File: config.mk
export PLATFORM = sky130hd
export DESIGN_NAME = sseg_signed_scan_driver_flat
export DESIGN_NICKNAME = d
export VERILOG_FILES = /design/src/rtl/sseg_signed_scan_driver_if.sv /design/src/rtl/sseg_signed_scan_driver.sv /design/src/flat_wrapper.sv
export SDC_FILE = /design/constraint.sdc
export NUM_CORES = 1
export LEC_CHECK = 0
export CORE_ASPECT_RATIO = 1.2
export CORE_UTILIZATION = 54
export DETAILED_ROUTE_END_ITERATION = 10
export GPL_ROUTABILITY_DRIVEN = 0
export PLACE_DENSITY = 0.78
export SETUP_SLACK_MARGIN = 0.15
export SLEW_MARGIN = 30
export SYNTH_ARGS = -nofsm -noshare
export SYNTH_HDL_FRONTEND = slang
export SYNTH_SLANG_ARGS = --single-unit
File: constraint.sdc
create_clock -name clk -period 1.93 [get_ports clk]
set_input_delay 0.386 -clock clk [delete_from_list [all_inputs] [get_ports clk]]
set_output_delay 0.386 -clock clk [all_outputs]
set_load 0.02 [all_outputs]
File: src/rtl/sseg_signed_scan_driver_if.sv
// sseg_signed_scan_driver_if: load port and multiplexed display pins of the signed scan driver
interface sseg_signed_scan_driver_if #(
  parameter int N_DIGITS = 4,
  parameter int DATA_W   = 8
);
  logic                load;
  logic [DATA_W-1:0]   value;
  logic                is_signed;
  logic                busy;
  logic                overflow;
  logic [6:0]          SSeg;
  logic [N_DIGITS-1:0] an;
  modport master(output load, value, is_signed, input busy, overflow, SSeg, an);
  modport slave(input load, value, is_signed, output busy, overflow, SSeg, an);
endinterface

File: src/rtl/sseg_signed_scan_driver.sv
// sseg_signed_scan_driver: binary-to-BCD sign/magnitude converter driving a multiplexed 7-segment display
module sseg_signed_scan_driver #(
  parameter int N_DIGITS = 4,
  parameter int DATA_W   = 8,
  parameter int CLK_DIV  = 50000
) (
  input logic                    clk,
  input logic                    rst_n,
  sseg_signed_scan_driver_if.slave io
);
  localparam int ND0 = DATA_W * 30103 / 100000 + 1;
  localparam int ND  = ND0 > N_DIGITS ? ND0 : N_DIGITS;
  localparam int CW  = $clog2(DATA_W + 1);
  localparam int DW  = CLK_DIV > 1 ? $clog2(CLK_DIV) : 1;
  localparam int IW  = $clog2(N_DIGITS);
  localparam logic [1:0] IDLE = 2'd0, CONV = 2'd1, COMMIT = 2'd2;
  localparam logic [6:0] DASH = 7'h3F, BLANK = 7'h7F;
  logic [1:0]          state;
  logic [CW-1:0]       cnt;
  logic                neg;
  logic                ovf;
  logic                ovf_nx;
  logic                lead;
  logic [DATA_W-1:0]   bin;
  logic [4*ND-1:0]     bcd;
  logic [4*ND-1:0]     bcd_adj;
  logic [6:0]          disp [N_DIGITS];
  logic [6:0]          disp_nx [N_DIGITS];
  logic [DW-1:0]       div;
  logic [IW-1:0]       idx;
  logic [N_DIGITS-1:0] an_r;
  logic [6:0]          sseg_r;
  function automatic logic [6:0] seg(input logic [3:0] d);
    return d == 4'd0 ? 7'h40 : d == 4'd1 ? 7'h79 : d == 4'd2 ? 7'h24 : d == 4'd3 ? 7'h30 :
           d == 4'd4 ? 7'h19 : d == 4'd5 ? 7'h12 : d == 4'd6 ? 7'h02 : d == 4'd7 ? 7'h78 :
           d == 4'd8 ? 7'h00 : 7'h10;
  endfunction
  assign io.busy     = state != IDLE;
  assign io.overflow = ovf;
  assign io.an       = an_r;
  assign io.SSeg     = sseg_r;
  always_comb begin
    bcd_adj = bcd;
    for (int j = 0; j < ND; j++)
      bcd_adj[4*j +: 4] = bcd[4*j +: 4] >= 4'd5 ? bcd[4*j +: 4] + 4'd3 : bcd[4*j +: 4];
  end
  always_comb begin
    ovf_nx = |bcd[4*ND-1:4*(N_DIGITS-1)];
    lead   = 1'b1;
    for (int j = N_DIGITS - 2; j >= 0; j--) begin
      lead       = lead & (bcd[4*j +: 4] == 4'd0) & (j != 0);
      disp_nx[j] = ovf_nx ? DASH : lead ? BLANK : seg(bcd[4*j +: 4]);
    end
    disp_nx[N_DIGITS-1] = ovf_nx || neg ? DASH : BLANK;
  end
  always_ff @(posedge clk or negedge rst_n)
    if (!rst_n) begin
      state <= IDLE;
      cnt   <= '0;
      neg   <= 1'b0;
      bin   <= '0;
      bcd   <= '0;
      ovf   <= 1'b0;
      for (int j = 0; j < N_DIGITS; j++) disp[j] <= BLANK;
    end else if (state == IDLE && io.load) begin
      state <= CONV;
      cnt   <= '0;
      bcd   <= '0;
      neg   <= io.is_signed & io.value[DATA_W-1];
      bin   <= io.is_signed & io.value[DATA_W-1] ? -io.value : io.value;
    end else if (state == CONV) begin
      {bcd, bin} <= {bcd_adj, bin} << 1;
      cnt        <= cnt + 1'b1;
      state      <= cnt == CW'(DATA_W - 1) ? COMMIT : CONV;
    end else if (state == COMMIT) begin
      state <= IDLE;
      ovf   <= ovf_nx;
      for (int j = 0; j < N_DIGITS; j++) disp[j] <= disp_nx[j];
    end
  always_ff @(posedge clk or negedge rst_n)
    if (!rst_n) begin
      div    <= '0;
      idx    <= '0;
      an_r   <= ~{{(N_DIGITS-1){1'b0}}, 1'b1};
      sseg_r <= BLANK;
    end else begin
      div    <= div == DW'(CLK_DIV - 1) ? '0 : div + 1'b1;
      idx    <= div != DW'(CLK_DIV - 1) ? idx : idx == IW'(N_DIGITS - 1) ? '0 : idx + 1'b1;
      an_r   <= ~({{(N_DIGITS-1){1'b0}}, 1'b1} << idx);
      sseg_r <= disp[idx];
    end
endmodule
File: src/flat_wrapper.sv
// flat-port wrapper written by rule: the top's interface ports become plain ports
module sseg_signed_scan_driver_flat 
#(
  parameter int N_DIGITS = 4,
  parameter int DATA_W   = 8,
  parameter int CLK_DIV  = 50000
)
  (clk, rst_n, io_load, io_value, io_is_signed, io_busy, io_overflow, io_SSeg, io_an);
  sseg_signed_scan_driver_if #(.N_DIGITS(N_DIGITS), .DATA_W(DATA_W)) io_i ();
  input logic clk;
  input logic rst_n;
  input wire logic [$bits(io_i.load)-1:0] io_load;
  input wire logic [$bits(io_i.value)-1:0] io_value;
  input wire logic [$bits(io_i.is_signed)-1:0] io_is_signed;
  output wire logic [$bits(io_i.busy)-1:0] io_busy;
  output wire logic [$bits(io_i.overflow)-1:0] io_overflow;
  output wire logic [$bits(io_i.SSeg)-1:0] io_SSeg;
  output wire logic [$bits(io_i.an)-1:0] io_an;
  assign io_i.load = io_load;
  assign io_i.value = io_value;
  assign io_i.is_signed = io_is_signed;
  assign io_busy = io_i.busy;
  assign io_overflow = io_i.overflow;
  assign io_SSeg = io_i.SSeg;
  assign io_an = io_i.an;
  sseg_signed_scan_driver #(.N_DIGITS(N_DIGITS), .DATA_W(DATA_W), .CLK_DIV(CLK_DIV)) u_core (.clk(clk), .rst_n(rst_n), .io(io_i));
endmodule
# After elaboration in Yosys (flattened, before gate mapping)
# Cells that the tools add are included.
[classes]
add_sub_neg = 8
order_cmp = 5
n_eq_ne = 30
shifts = 1
mux = 52
bitwise = 6
n_reduce_logical = 11
[op_table]
columns = ["op", "n"]
rows = [
  ["two-way mux 7 bit", 31],
  ["== test 4 x 3 -> 1 bit (second input constant)", 13],
  ["two-way mux 16 bit", 3],
  ["== test 4 x 2 -> 1 bit (second input constant)", 6],
  ["two-way mux 8 bit", 3],
  ["two-way mux 4 bit", 5],
  ["adder 16 x 1 -> 16 bit (second input constant)", 1],
  ["== test 16 bit (second input constant)", 1],
  [">= comparator 4 x 3 -> 1 bit (second input constant)", 4],
  ["inequality test 16 bit (second input constant)", 1],
  ["two-way mux 5 bit", 3],
  ["binary-select mux 7 bit (select 2 bit)", 1],
  ["adder 4 x 2 -> 4 bit (second input constant)", 3],
  ["== test 4 x 1 -> 1 bit (second input constant)", 3],
  ["== test 4 bit (second input constant)", 3],
  ["zero test 4 bit", 3],
  ["two-way mux 2 bit", 5],
  ["negator 8 bit", 1],
  ["adder 4 x 1 -> 4 bit (second input constant)", 1],
  ["== test 2 bit (second input constant)", 2],
  ["NOT 4 bit", 1],
  ["nonzero test 2 bit", 2],
  ["OR reduction 4 bit", 1],
  ["left shift 1 x 2 -> 4 bit (first input constant)", 1],
  ["other kinds (13)", 15],
]
[word_totals]
register_bits = 89
in_bits = 12
out_inout_bits = 13
word_cells = 127

# Logic depth before layout (Yosys ltp)
[depth]
depth_word = 12
depth_mapped = 7
ltp_nobuf = 6

# Least setup slack after synthesis
# No wires, ideal clock.
[synth_timing]
path_kind = "register to register"
from = "register u_core.div[0]"
to = "register u_core.idx[0]"
setup_ns = 0.125
t_arrival_ns = 1.740
required_ns = 1.805
setup_slack_ns = 0.065
path_stages_with_launch = 7
path_buffers = 1
period_less_slack_ns = 1.865
cell_sequence = "dfrtp_1 > ha_1 > nand3_2 > or4_1 > nor2_2 > buf_6 > mux2_4"
[synth_between]
elab_chain_cells = 1
[synth_lines]
columns = ["element", "line", "text"]
rows = [
  ["start: declaration", "sseg_signed_scan_driver.sv:29", "logic [DW-1:0] div;"],
  ["start signal: assignment", "sseg_signed_scan_driver.sv:87", "div <= div == DW'(CLK_DIV - 1) ? '0 : div + 1'b1;"],
  ["inequality test 16 bit", "sseg_signed_scan_driver.sv:88", "idx <= div != DW'(CLK_DIV - 1) ? idx : idx == IW'(N_DIGITS - 1) ? '0 : idx + 1'b1;"],
  ["end signal: assignment", "sseg_signed_scan_driver.sv:88", ""],
  ["end: declaration", "sseg_signed_scan_driver.sv:30", "logic [IW-1:0] idx;"],
]
# Every way passes these cells.
# A chain may end at the register's enable or synchronous reset.

# Worst setup path in the final report
[layout_timing]
from = "register u_core.div[1]"
to = "register u_core.idx[1]"
# Same word-level chain as after synthesis.

==> flow_metrics.py <==
metrics = {
    "synthesis": {
        "synth_fa_ha_area_frac": 0.0756,
        "synth_area_um2": 4470,
        "ys_warn_count": 0,
        "synth.largest_area_cell": "dfrtp_1",
        "synth_top_family_by_area": "simple AND/OR/NAND/NOR gates",
        "async_reset_ff_frac": 1.00,
        "ys_top_cells_by_area": "dfrtp_1, dfstp_2, ha_1",
        "synth_cells": 452,
        "synthFlopType": "dfrtp_1",
        "ys_ff_latch": 83,
        "synth_top_area_share": 0.286,
        "synth_edf_count": 0,
        "ys_seq_area_frac": 0.474,
        "synthSimpleGateAreaFrac": 0.158,
        "synth-compound-area-share": 0.146,
        "yosysUniqueCellTypes": 54,
        "synth_nets": 491,
        "synth-xor-area-share": 0.0510,
        "muxShareOfSynthArea": 0.0473,
        "syn_avg_cell_area_um2": 9.89,
    },
    "timing": {
        "skew_ns": 0.0104,
        "tns_ns": 0,
        "hold_viol_final": 2,
        "fmax_ghz": 0.582,
        "rsz0062_at_grt": "true",
        "hold-worst-slack_ns": -0.0171,
        "period_share": 0.890,
        "setup_violations": 0,
        "drv_slew": 0,
        "slew_headroom": 0.629,
        "post-route-min-period_ns": 1.72,
        "worstMarginPinSlew_ns": 0.550,
    },
    "drt": {
        "drtIter0Drc": 195,
        "postRouteAntennaNets": 0,
        "drc": 0,
        "via_per_inst": 5.74,
        "vias": 3333,
        "wl_per_cell_um": 14.9,
        "drtPass1Iterations": 4,
        "wl_um": 8670,
    },
    "clocking": {
        "clockBufferDepth": 2,
        "cts_hold_buf": 0,
        "htreeDepth": 3,
        "clock_latency_ns": 0.37,
        "cts_made_buffers": 9,
        "cts_tree": "done",
        "cts.sinks": 83,
        "clk_pin_slew_ns": 0.08,
        "cts_root_buffer": "clkbuf_8",
    },
    "die": {
        "start_util": 0.554,
        "die_height_um": 102,
        "rows": 36,
        "die_area_um2": 8650,
        "ioPinCount": 25,
        "dieWidth_um": 85.1,
        "core_um2": 8060,
    },
    "cells_and_area": {
        "fillers": 667,
        "multi_input_area_um2": 2200,
        "layout_commonest_cell": "dfrtp_1",
        "fin_nets": 520,
        "syn_to_final_growth_pct": 14.8,
        "layout-drive-gt1-share": 0.185,
        "diodes": 0,
        "register_area_um2": 2120,
        "postLayoutCoreUtil": 0.636,
        "layout_common_cells": "dfrtp_1, nor2_1, a21oi_1",
    },
    "setup_path": {
        "endpoint_kind": "flip-flop",
        "worstSetupPathType": "flip-flop to flip-flop",
        "critPathArrivalTime_ns": 1.98,
        "r2r_start": "u_core.div[1]$_DFF_PN0_",
        "rr_worst_depth": 5,
        "slowest_stage": "or4_4",
        "worst-path-buf-inv": 0,
        "crit_path_end": "u_core.idx[1]$_DFFE_PN0N_",
        "cp.required_ns": 2.19,
        "crit_cells": 5,
        "cpLargestDelayFamily": "simple AND/OR/NAND/NOR gates",
        "worst_r2r_endpoint": "u_core.idx[1]$_DFFE_PN0N_",
        "slowest_delay_ns": 0.45,
        "ff2ff_setup_slack_ns": 0.21,
        "crit_start": "u_core.div[1]$_DFF_PN0_",
        "crit_fanout": 5,
        "start_kind": "flip-flop",
        "crit_chain": "ha_4, nand3_4, or4_4, nor2_4, mux2_2",
    },
    "grt": {
        "grt_usage": 0.218,
        "grt_pass1_wl_um": 14700,
        "antenna_found_initial": 0,
        "grt_max_degree": 41,
        "grt_pass1_vias": 3225,
        "grt-ovfl-total": 0,
    },
    "power_and_ir_drop": {
        "p_int_mw": 4.15,
        "clkPwrFrac": 0.173,
        "ir_drop_mv": 0.928,
        "power_frac_comb": 0.414,
        "p_leak_nw": 2.15,
        "power_per_cell_area_nw_per_um2": 1300,
        "p_seq_frac": 0.413,
        "sw_frac_of_total": 0.376,
        "total_power_mw": 6.65,
        "power.net_switching_mw": 2.50,
    },
    "status": {
        "status": "complete, but fails checks",
        "violations": "negative hold slack",
    },
    "min_path": {
        "hold_path_class": "primary input to asynchronous set/reset pin",
    },
    "placed_design": {
        "io_buffers": 24,
        "dp_hpwl_um": 6140,
    },
    "job": {
        "maxCapViolCount": 0,
    },
}
==> power groups by stage <==
stage               Clock [mW]  Combinational (mW)  Sequential [mW]
floorplan                    0                2.03             2.67
finish                    1.15                2.75             2.74
global placement             0                2.59             2.74
CTS                       1.17                2.70             2.73
detailed placement           0                2.68             2.77
global route              1.26                3.08             2.80
==> worst reg2reg max path: stages (launching register included) <==
cell and delay (ns):
dfrtp_1 0.42, ha_4 0.18, nand3_4 0.10, or4_4 0.45, nor2_4 0.13, mux2_2 0.34
==> layer usage <==
layer	GRT usage	vias up	wire length, µm	share of wire
met3	0.0318	16	285	0.033
met1	0.268	1601	3780	0.44
met2	0.370	79	4430	0.51
li1	-	1637	-	-
met4	0.120	0	177	0.020
met5	0	-	0	0
==> final cells by class <==
cell class	count	area share
Sequential cell	83	0.413
Timing Repair Buffer	42	0.0766
Clock inverter	4	0.00488
Clock buffer	12	0.0303
Multi-Input combinational cell	314	0.430
Inverter	31	0.0227
Tap cell	95	0.0232
==> per-stage QoR <==
| step | hold WS, ns | setup WS (ns) | cell area [µm²] | cells |
|---|---|---|---|---|
| finish | -0.0171 | 0.212 | 5130 | 581 |
| global placement | 0.392 | 0.151 | 4870 | 560 |
| floorplan | 0.0904 | 0.164 | 4480 | 452 |
| global route | 0.0265 | 0.119 | 5130 | 581 |
| detailed placement | 0.395 | 0.0953 | 4870 | 560 |
| CTS | 0.000690 | 0.127 | 5080 | 580 |
==> sequential cells by signal, indices dropped and copies added, names as in the netlist <==
name,flops
u_core.bcd,16
u_core.bin,8
u_core.cnt,4
u_core.disp,22
u_core.div,16
u_core.idx,2
u_core.io.SSeg,7
u_core.io.an,4
u_core.io.overflow,1
u_core.neg,1
u_core.state,2
==> kinds of logic (layout without fill, tap and decap cells) <==
kind of cell,Yosys count,count (layout)
xor+xnor,26,26
buf+inv,55,89
fa+ha+maj,27,27
simple gates,139,139
compound gates,103,103
flops,83,83
mux,19,19
==> cell usage after synthesis, types with 2 or more instances <==
library cell	instances
a211oi_1	8
a21oi_1	37
a31oi_1	3
and2_1	3
and3_1	2
buf_1	4
buf_2	2
clkbuf_1	17
dfrtp_1	51
dfstp_2	32
ha_1	27
inv_1	30
mux2_2	3
mux2i_1	14
nand2_1	30
nand2b_1	6
nand3_1	12
nand3b_1	3
nand4_1	6
nor2_1	40
nor2b_1	5
nor3_1	9
nor3b_1	4
nor4_1	4
nor4b_1	4
o211ai_1	2
o21a_1	3
o21ai_0	21
o22a_1	11
o22ai_1	3
o311ai_0	4
o32ai_1	3
or3_1	4
xnor2_1	20
xor2_1	6
==> what timing repair did <==
action,CTS,global route
gates resized for setup,14,14
buffers inserted,4,1
endpoints found under the setup margin,15,20
pin swaps,0,1
==> worst min path at each step <==
stage / startpoint / endpoint / slack, ns / depth (start not counted)
finish: rst_n / u_core.div[13]$_DFF_PN0_ / -0.02 / 1
global route: rst_n / u_core.div[13]$_DFF_PN0_ / 0.03 / 1
CTS: rst_n / u_core.div[13]$_DFF_PN0_ / 0.0007 / 1
detailed placement: rst_n / u_core.div[13]$_DFF_PN0_ / 0.39 / 1
global placement: rst_n / u_core.div[13]$_DFF_PN0_ / 0.39 / 1
floorplan: rst_n / u_core.bcd[0]$_DFFE_PN0P_ / 0.09 / 0
No activity file was read; power rests on OpenSTA's default activity.
